`src/rtl/hazard_pkg.sv`:
```
// Shared types and constants for the pipeline hazard sequencer.
// Holds the forwarding select encoding, the MUL sequencer state type,
// the PC register index and the legal MUL latency bounds.
package hazard_pkg;

  typedef enum logic [1:0] {
    FWD_RF = 2'b00,
    FWD_W  = 2'b01,
    FWD_M  = 2'b10
  } fwd_sel_t;

  typedef enum logic [1:0] {
    MS_IDLE,
    MS_BUSY,
    MS_DONE
  } mul_state_t;

  localparam logic [3:0] REG_PC = 4'd15;

  localparam int MUL_LAT_MIN = 2;
  localparam int MUL_LAT_MAX = 16;

  // Out-of-range latencies are pulled into the legal window so the
  // counter load value always fits in four bits.
  function automatic int clamp_mul_lat(input int lat);
    if (lat < MUL_LAT_MIN) begin
      return MUL_LAT_MIN;
    end else if (lat > MUL_LAT_MAX) begin
      return MUL_LAT_MAX;
    end
    return lat;
  endfunction

  // Memory-stage result wins over writeback; r15 reads the PC, never a bypass.
  function automatic fwd_sel_t fwd_select(
    input logic       regWriteM,
    input logic [3:0] wa3M,
    input logic       regWriteW,
    input logic [3:0] wa3W,
    input logic [3:0] ra
  );
    if (regWriteM && (wa3M == ra) && (ra != REG_PC)) begin
      return FWD_M;
    end else if (regWriteW && (wa3W == ra) && (ra != REG_PC)) begin
      return FWD_W;
    end
    return FWD_RF;
  endfunction

endpackage

```
`src/rtl/mul_seq.sv`:
```
// Multi-cycle MUL sequencer: keeps a MUL parked in Execute for MUL_LAT
// cycles. MulHold_o covers every cycle but the last; MulDoneE_o marks the
// last cycle, when the datapath captures the product.
module mul_seq
  import hazard_pkg::*;
#(
  parameter int MUL_LAT = 4
) (
  input  logic clk,
  input  logic reset,
  input  logic MulStartE_i,
  output logic MulHold_o,
  output logic MulDoneE_o
);

  localparam int         LatEff  = clamp_mul_lat(MUL_LAT);
  localparam logic [3:0] CntLoad = (LatEff > 2) ? 4'(LatEff - 3) : 4'd0;

  mul_state_t state_q, state_d;
  logic [3:0] cnt_q, cnt_d;

  // State and down-counter registers; reset abandons any MUL in flight.
  always_ff @(posedge clk) begin
    if (reset) begin
      state_q <= MS_IDLE;
      cnt_q   <= 4'd0;
    end else begin
      state_q <= state_d;
      cnt_q   <= cnt_d;
    end
  end

  // Next state and hold/done outputs; the issue cycle itself already holds.
  always_comb begin
    state_d    = state_q;
    cnt_d      = cnt_q;
    MulHold_o  = 1'b0;
    MulDoneE_o = 1'b0;
    unique case (state_q)
      MS_IDLE: begin
        if (MulStartE_i) begin
          MulHold_o = 1'b1;
          if (LatEff == 2) begin
            state_d = MS_DONE;
          end else begin
            state_d = MS_BUSY;
            cnt_d   = CntLoad;
          end
        end
      end
      MS_BUSY: begin
        MulHold_o = 1'b1;
        if (cnt_q == 4'd0) begin
          state_d = MS_DONE;
        end else begin
          cnt_d = cnt_q - 4'd1;
        end
      end
      MS_DONE: begin
        MulDoneE_o = 1'b1;
        state_d    = MS_IDLE;
      end
      default: begin
        state_d = MS_IDLE;
      end
    endcase
  end

endmodule

```
`src/rtl/hazard_ctrl.sv`:
```
// Pipeline hazard controller for the 5-stage core: E-stage forwarding
// selects, load-use and PC-write stalls/flushes, and the MUL hold.
// Optional feature macro HAZARD_STATS_EN adds saturating StallCnt/FlushCnt
// counters; without it those ports and registers do not exist.
module hazard_ctrl
  import hazard_pkg::*;
#(
  parameter int MUL_LAT = 4
) (
  input  logic       clk,
  input  logic       reset,
  input  logic [3:0] RA1D,
  input  logic [3:0] RA2D,
  input  logic [3:0] RA1E,
  input  logic [3:0] RA2E,
  input  logic [3:0] WA3E,
  input  logic [3:0] WA3M,
  input  logic [3:0] WA3W,
  input  logic       RegWriteM,
  input  logic       RegWriteW,
  input  logic       MemtoRegE,
  input  logic       PCSrcD,
  input  logic       PCSrcE,
  input  logic       PCSrcM,
  input  logic       PCSrcW,
  input  logic       BranchTakenE,
  input  logic       MulStartE,
  output logic [1:0] ForwardAE,
  output logic [1:0] ForwardBE,
  output logic       StallF,
  output logic       StallD,
  output logic       StallE,
  output logic       FlushD,
  output logic       FlushE,
  output logic       FlushM,
  output logic       MulDoneE
`ifdef HAZARD_STATS_EN
  ,
  output logic [15:0] StallCnt,
  output logic [15:0] FlushCnt
`endif
);

  logic ldrStall;
  logic pcWrPend;
  logic mulHold;

  mul_seq #(
    .MUL_LAT(MUL_LAT)
  ) u_mul_seq (
    .clk        (clk),
    .reset      (reset),
    .MulStartE_i(MulStartE),
    .MulHold_o  (mulHold),
    .MulDoneE_o (MulDoneE)
  );

  // Hazard detection and the stall/flush equations; a held MUL in E is
  // never flushed, and M takes a bubble behind it instead.
  always_comb begin
    ForwardAE = fwd_select(RegWriteM, WA3M, RegWriteW, WA3W, RA1E);
    ForwardBE = fwd_select(RegWriteM, WA3M, RegWriteW, WA3W, RA2E);
    ldrStall  = MemtoRegE && ((WA3E == RA1D) || (WA3E == RA2D));
    pcWrPend  = PCSrcD || PCSrcE || PCSrcM;
    StallF    = ldrStall || pcWrPend || mulHold;
    StallD    = ldrStall || mulHold;
    StallE    = mulHold;
    FlushD    = pcWrPend || PCSrcW || BranchTakenE;
    FlushE    = (ldrStall || BranchTakenE) && !mulHold;
    FlushM    = mulHold;
  end

`ifdef HAZARD_STATS_EN
  logic [15:0] stallCnt_q, stallCnt_d;
  logic [15:0] flushCnt_q, flushCnt_d;

  // Saturating event counters so a long run never wraps to a small value.
  always_comb begin
    stallCnt_d = stallCnt_q;
    flushCnt_d = flushCnt_q;
    if (StallD && (stallCnt_q != 16'hFFFF)) begin
      stallCnt_d = stallCnt_q + 16'd1;
    end
    if (FlushE && (flushCnt_q != 16'hFFFF)) begin
      flushCnt_d = flushCnt_q + 16'd1;
    end
  end

  // Counter registers, cleared together with the rest of the pipeline.
  always_ff @(posedge clk) begin
    if (reset) begin
      stallCnt_q <= 16'd0;
      flushCnt_q <= 16'd0;
    end else begin
      stallCnt_q <= stallCnt_d;
      flushCnt_q <= flushCnt_d;
    end
  end

  assign StallCnt = stallCnt_q;
  assign FlushCnt = flushCnt_q;
`endif

endmodule
```
`config.mk`:
```
export PLATFORM = sky130hd
export DESIGN_NAME = hazard_ctrl
export DESIGN_NICKNAME = d
export VERILOG_FILES = /design/src/rtl/hazard_pkg.sv /design/src/rtl/mul_seq.sv /design/src/rtl/hazard_ctrl.sv
export SDC_FILE = /design/constraint.sdc
export NUM_CORES = 1
export LEC_CHECK = 0
export BUFFER_PORTS_ARGS = -buffer_cell sky130_fd_sc_hd__buf_2
export CAP_MARGIN = 20
export CORE_UTILIZATION = 40
export CTS_BUF_LIST = sky130_fd_sc_hd__clkbuf_2 sky130_fd_sc_hd__clkbuf_4 sky130_fd_sc_hd__clkbuf_8
export CTS_CLUSTER_SIZE = 20
export DETAILED_ROUTE_END_ITERATION = 8
export GPL_TIMING_DRIVEN = 0
export MAX_ROUTING_LAYER = met4
export PLACE_DENSITY = 0.81
export SLEW_MARGIN = 20
export SYNTH_ARGS = -nofsm -noshare
export SYNTH_HDL_FRONTEND = slang
export SYNTH_HIERARCHICAL = 1
export SYNTH_SLANG_ARGS = --single-unit
```
`constraint.sdc`:
```
create_clock -name clk -period 1.7 [get_ports clk]
set_input_delay 0.085 -clock clk [delete_from_list [all_inputs] [get_ports clk]]
set_output_delay 0.085 -clock clk [all_outputs]
set_load 0.005 [all_outputs]
```
# Yosys cells after proc, flatten, opt, wreduce, memory -nomap -nowiden
# Cells that the tools add are included.
[totals] ff_bits=6 out_inout_bits=11 wordCells=60
[classes] mux=19 n_eq_ne=13 n_reduce_logical=25 n_addsub=1
[ops] cell="4-bit equality test" n=6
[ops] cell="2-bit two-way mux" n=8
[ops] cell="1-bit logical AND" n=10
[ops] cell="1-bit logical OR" n=9
[ops] cell="4-bit two-way mux" n=2
[ops] cell="4-bit != test, second input constant" n=2
[ops] cell="4-bit case mux with 2 select lines" n=1
[ops] cell="1-bit two-way mux" n=6
[ops] cell="4-bit logical NOT" n=1
[ops] cell="2-bit != test, second input constant" n=2
[ops] cell="2-bit case mux with 2 select lines" n=1
[ops] cell="4-bit by 1-bit subtractor with 4-bit output, second input constant" n=1
[ops] cell="3-bit AND reduction" n=1
[ops] cell="2-bit by 1-bit equality test with 1-bit output, second input constant" n=1
[ops] cell="2-bit equality test, second input constant" n=1
[ops] cell="2-bit logical NOT" n=1
[ops] cell="2-bit by 1-bit != test with 1-bit output, second input constant" n=1
[ops] cell="1-bit case mux with 2 select lines" n=1
[ops] cell="2-bit AND reduction" n=1
[ops] cell="2-bit nonzero test" n=1
[ops] cell="1-bit logical NOT" n=1

# Depth between registers and ports, before layout
[depth] depth_word=6 mapped_depth=5 mapped_depth_nobuf=5

# Cells and area by module
# Netlist, hierarchy kept.
[modules_own_cells] module="hazard_ctrl" n_inst=1 cells_each=50 area_per_inst_um2=355.3
[modules_own_cells] module="mul_seq" n_inst=1 cells_each=31 area_per_inst_um2=296.5

# Least setup slack after synthesis
# No wires, ideal clock.
[synth_path] path_type="reg-to-reg" start="reg u_mul_seq.cnt_q[0]" end="reg u_mul_seq.cnt_q[3]" path_stages_with_launch=6 path_slack_ps=133 t_arrival_ps=1481 setup_ps=86 n_path_buf=0 t_required_ps=1614 path_cell_list="dfxtp_1 -> inv_1 -> ha_1 -> and4bb_1 -> or4_1 -> a221oi_2"
[synth_between] elab_chain_len=3 elab_cells_between_ends=6 classes_between="1 x add/sub; 1 x eq/ne; 2 x mux; 2 x reduce/logical"
[synth_lines] element="start, declared" line_no="mul_seq.sv:20" text="logic [3:0] cnt_q, cnt_d;"
[synth_lines] element="start signal, assigned" line_no="mul_seq.sv:29" text="cnt_q <= cnt_d;"
[synth_lines] element="4-bit by 1-bit subtractor with 4-bit output / 4-bit logical NOT (equally long branches)" line_no="mul_seq.sv:56, mul_seq.sv:53"
[synth_lines] element="4-bit two-way mux / 2-bit != test (equally long branches)"
[synth_lines] element="4-bit case mux with 2 select lines / 3-bit AND reduction (equally long branches)"
# Parallel ways exist; a longest one is shown, timed or not. The select of a mux whose other input is x is not followed.
# A chain may end at the register's enable or synchronous reset.

# Worst setup path after layout
# Ends and elaborated chain as after synthesis.

==> metrics.txt <==
Switching Power 0.000230 W; CP startpoint kind flip-flop; leakage power 0.447 nW; Area Overhead vs Synth 46.1%; WP data required between 1.5 and 2 ns; Hold Path Class primary input to flip-flop; top cells by area, synth dfxtp_1 18%, xnor2_1 16%, xor2_1 11%, nand4_1 3.8%, nor3_1 3.1%; die width about 42 µm; worst vdd ir around 0.5 mV; Mapped Area ~650 µm²; total core area 1510 µm²; CTS tree yes; Hold EP u_mul_seq/cnt_q[3]; sequential area share after synthesis 18.4%; Synth Register Bits 6; Yosys top cell by area dfxtp_1; reg2reg end u_mul_seq/cnt_q[3]; number of max-cap violations 0; placer congestion estimate between 0.7 and 0.8; clock power share 20.2%; minimum clock period after layout 1.63 ns; CTS root buf clkbuf_4; Crit. End Element flip-flop; multi-input logic area between 500 and 600 µm²; Slew @ Worst Pin 0.302 ns; PD cells 673 nW/µm²; number of routed nets with antenna violations 0; Netlist cell types 33; Hold Path Origin reset; reg-to-reg slack, setup ~0.068 ns; Setup violations, final 0; Worst path slowest cell or4_1; internal power ~0.00041 W; CTS Hold Bufs 0; Slew Limit Fails 0; Synth warnings 6; total power 0.000641 W; Tcrit/Tclk final between 90% and 100%; Post CTS Setup Buffer Count 0; sw frac around 36%; worst hold stages 2; Worst Reg-to-Reg Cells 5; # diodes 0; CTS H-tree depth 1; # DRC 0; sequential share of power ~30%; Mapped Cells between 80 and 90; clock latency on the worst-skew pair around 0.24 ns; Reg area ~120 µm²; total grt overflow 0; Synth top area share 18.4%; Fillers about 130; CP Cell Sequence inv_1 -> ha_1 -> and4bb_2 -> or4_1 -> a221oi_2; DR iter-0 viols 7; share of layout cells above drive strength 1 around 47%; largest net degree at the start of global routing 7; Final Skew between 0.0006 and 0.0007 ns; fmax roughly 0.61 GHz; CP Max Fanout 4; Setup CP Type flip-flop to flip-flop; max incr delay on CP 0.48 ns; Die Y between 40 and 50 µm; Hold Fails Final Rpt 0; post-route core utilization around 63%; vias per std cell around 5; syn_area_per_cell 8.05 µm²; RSZ-0062 raised after global routing false; WL/cell approximately 12 µm; Setup TNS 0 ns; Post-DP HPWL 1460 µm; cts bufs inserted 3; global-route usage over all layers 21.2%; Ports 50; Final Net Count about 180; vias roughly 760; Clock Pin Slew Worst Setup and Hold Paths around 0.040 ns; vias in the first global route approximately 750; die area 1800 µm²; first-pass GRT wire length 2850 µm; syn nets approximately 120; status finished clean; port bufs 49; slew margin rel. about 80%; Data arrival, critical path 1.79 ns; Clock Path Buffers 2; Post-Route WL about 1700 µm; std cell rows 14; CTS sink cnt 6; initial antenna violation count 0; Initial Util 43.3%; power share of the combinational group 49.5%; r2r startpoint u_mul_seq/cnt_q[0]; 1st-pass router iterations 4
==> synth_stat cells, drive strengths merged <==
cell type,count
and2b,1
a22o,2
or2,2
nor3,4
nor4,2
ha,1
xor2,8
or3b,1
nand2b,2
a211oi,1
nor2,5
nand3b,1
inv,5
xnor2,12
buf,1
nor2b,2
a21oi,2
nand4,4
nand3,3
o31ai,1
or4,2
dfxtp,6
o21ai,2
or3,1
nand2,3
o21bai,1
a31oi,1
a221oi,3
and4bb,1
a2111oi,1
==> how the worst max path moves through the flow <==
stage                  startpoint            endpoint  slack, ns  cells after the start
3_5_place_dp   u_mul_seq/cnt_q[0]  u_mul_seq/cnt_q[3]       0.03                      5
3_3_place_gp   u_mul_seq/cnt_q[0]  u_mul_seq/cnt_q[3]       0.06                      5
6_report       u_mul_seq/cnt_q[0]  u_mul_seq/cnt_q[3]       0.07                      5
5_1_grt        u_mul_seq/cnt_q[0]  u_mul_seq/cnt_q[3]      0.002                      5
4_1_cts        u_mul_seq/cnt_q[0]  u_mul_seq/cnt_q[3]       0.02                      5
2_1_floorplan  u_mul_seq/cnt_q[0]  u_mul_seq/cnt_q[3]       0.13                      5
==> power by group through the flow <==
stage / Clock, W / Sequential (W) / Combinational [W]
6_report: 0.000130 / 0.000194 / 0.000317
3_3_place_gp: 0 / 0.000191 / 0.000290
5_1_grt: 0.000141 / 0.000198 / 0.000355
4_1_cts: 0.000133 / 0.000190 / 0.000307
2_1_floorplan: 0 / 0.000186 / 0.000189
3_5_place_dp: 0 / 0.000192 / 0.000305
==> what timing repair did <==
item	CTS	global route
gates resized for setup	0	5
setup endpoints to repair	0	4
endpoints found under the hold margin	0	0
==> cell type report <==
type	count	share of cell area, %
Sequential cell	6	12.9
Buffer	1	0.788
Timing Repair Buffer	49	25.8
Multi-Input combinational cell	69	54.1
Clock buffer	3	2.37
Tap cell	16	2.10
Inverter	5	1.97
==> worst max-delay path, delay by kind of cell, from the launching register on <==
| family | cells | cell delay [ns] |
|---|---|---|
| adder cells (fa/ha/maj) | 1 | 0.21 |
| flip-flops | 1 | 0.33 |
| AND/OR/NAND/NOR | 2 | 0.74 |
| AO/OA/AOI/OAI | 1 | 0.21 |
| buffers and inverters | 1 | 0.05 |
==> sequential cells by signal, indices dropped and copies added, names as in the netlist <==
| name | flops |
|---|---|
| u_mul_seq/state_q | 2 |
| u_mul_seq/cnt_q | 4 |
==> per-layer routing <==
layer | vias up | routed length [µm] | GRT usage [%] | share of wire [%]
met5 | - | 0 | - | 0
met4 | 0 | 31 | 9.38 | 1.8
met3 | 4 | 75 | 3.02 | 4.3
met2 | 19 | 958 | 39.4 | 55
met1 | 340 | 666 | 21.8 | 38
li1 | 401 | - | - | -
==> cells by family (layout without fill, tap and decap cells) <==
| kind of cell | count (synthesis) | in the layout | share of synthesized area [%] |
|---|---|---|---|
| AND/OR/NAND/NOR | 34 | 34 | 30.5 |
| XOR/XNOR | 20 | 20 | 26.9 |
| AO/OA/AOI/OAI | 14 | 14 | 18.2 |
| flip-flops | 6 | 6 | 18.4 |
| buffers and inverters | 6 | 58 | 4.03 |
| adder cells (fa/ha/maj) | 1 | 1 | 1.92 |
==> cells in the final DEF (no fill, tap or decap), drive strengths merged, types with 2 or more instances in the layout <==
cell	synthesis	final
or4	2	2
nand2	3	3
nor3	4	4
nor2b	2	2
inv	5	5
nor4	2	2
clkbuf	0	3
nand2b	2	2
nand3	3	3
dfxtp	6	6
nor2	5	5
xnor2	12	12
a22o	2	2
o21ai	2	2
a221oi	3	3
buf	1	50
nand4	4	4
a21oi	2	2
xor2	8	8
or2	2	2
==> metrics by stage <==
| stage | instances | worst slack (ns) | area (µm²) | hold slack, ns |
|---|---|---|---|---|
| 3_5_place_dp | 146 | 0.0308 | 917 | 0.328 |
| 2_1_floorplan | 81 | 0.133 | 652 | 0.151 |
| 3_3_place_gp | 146 | 0.0567 | 917 | 0.320 |
| 6_report | 149 | 0.0678 | 952 | 0.0870 |
| 5_1_grt | 149 | 0.00181 | 952 | 0.0935 |
| 4_1_cts | 149 | 0.0159 | 940 | 0.0726 |
Power figures use the tool's default switching activity.
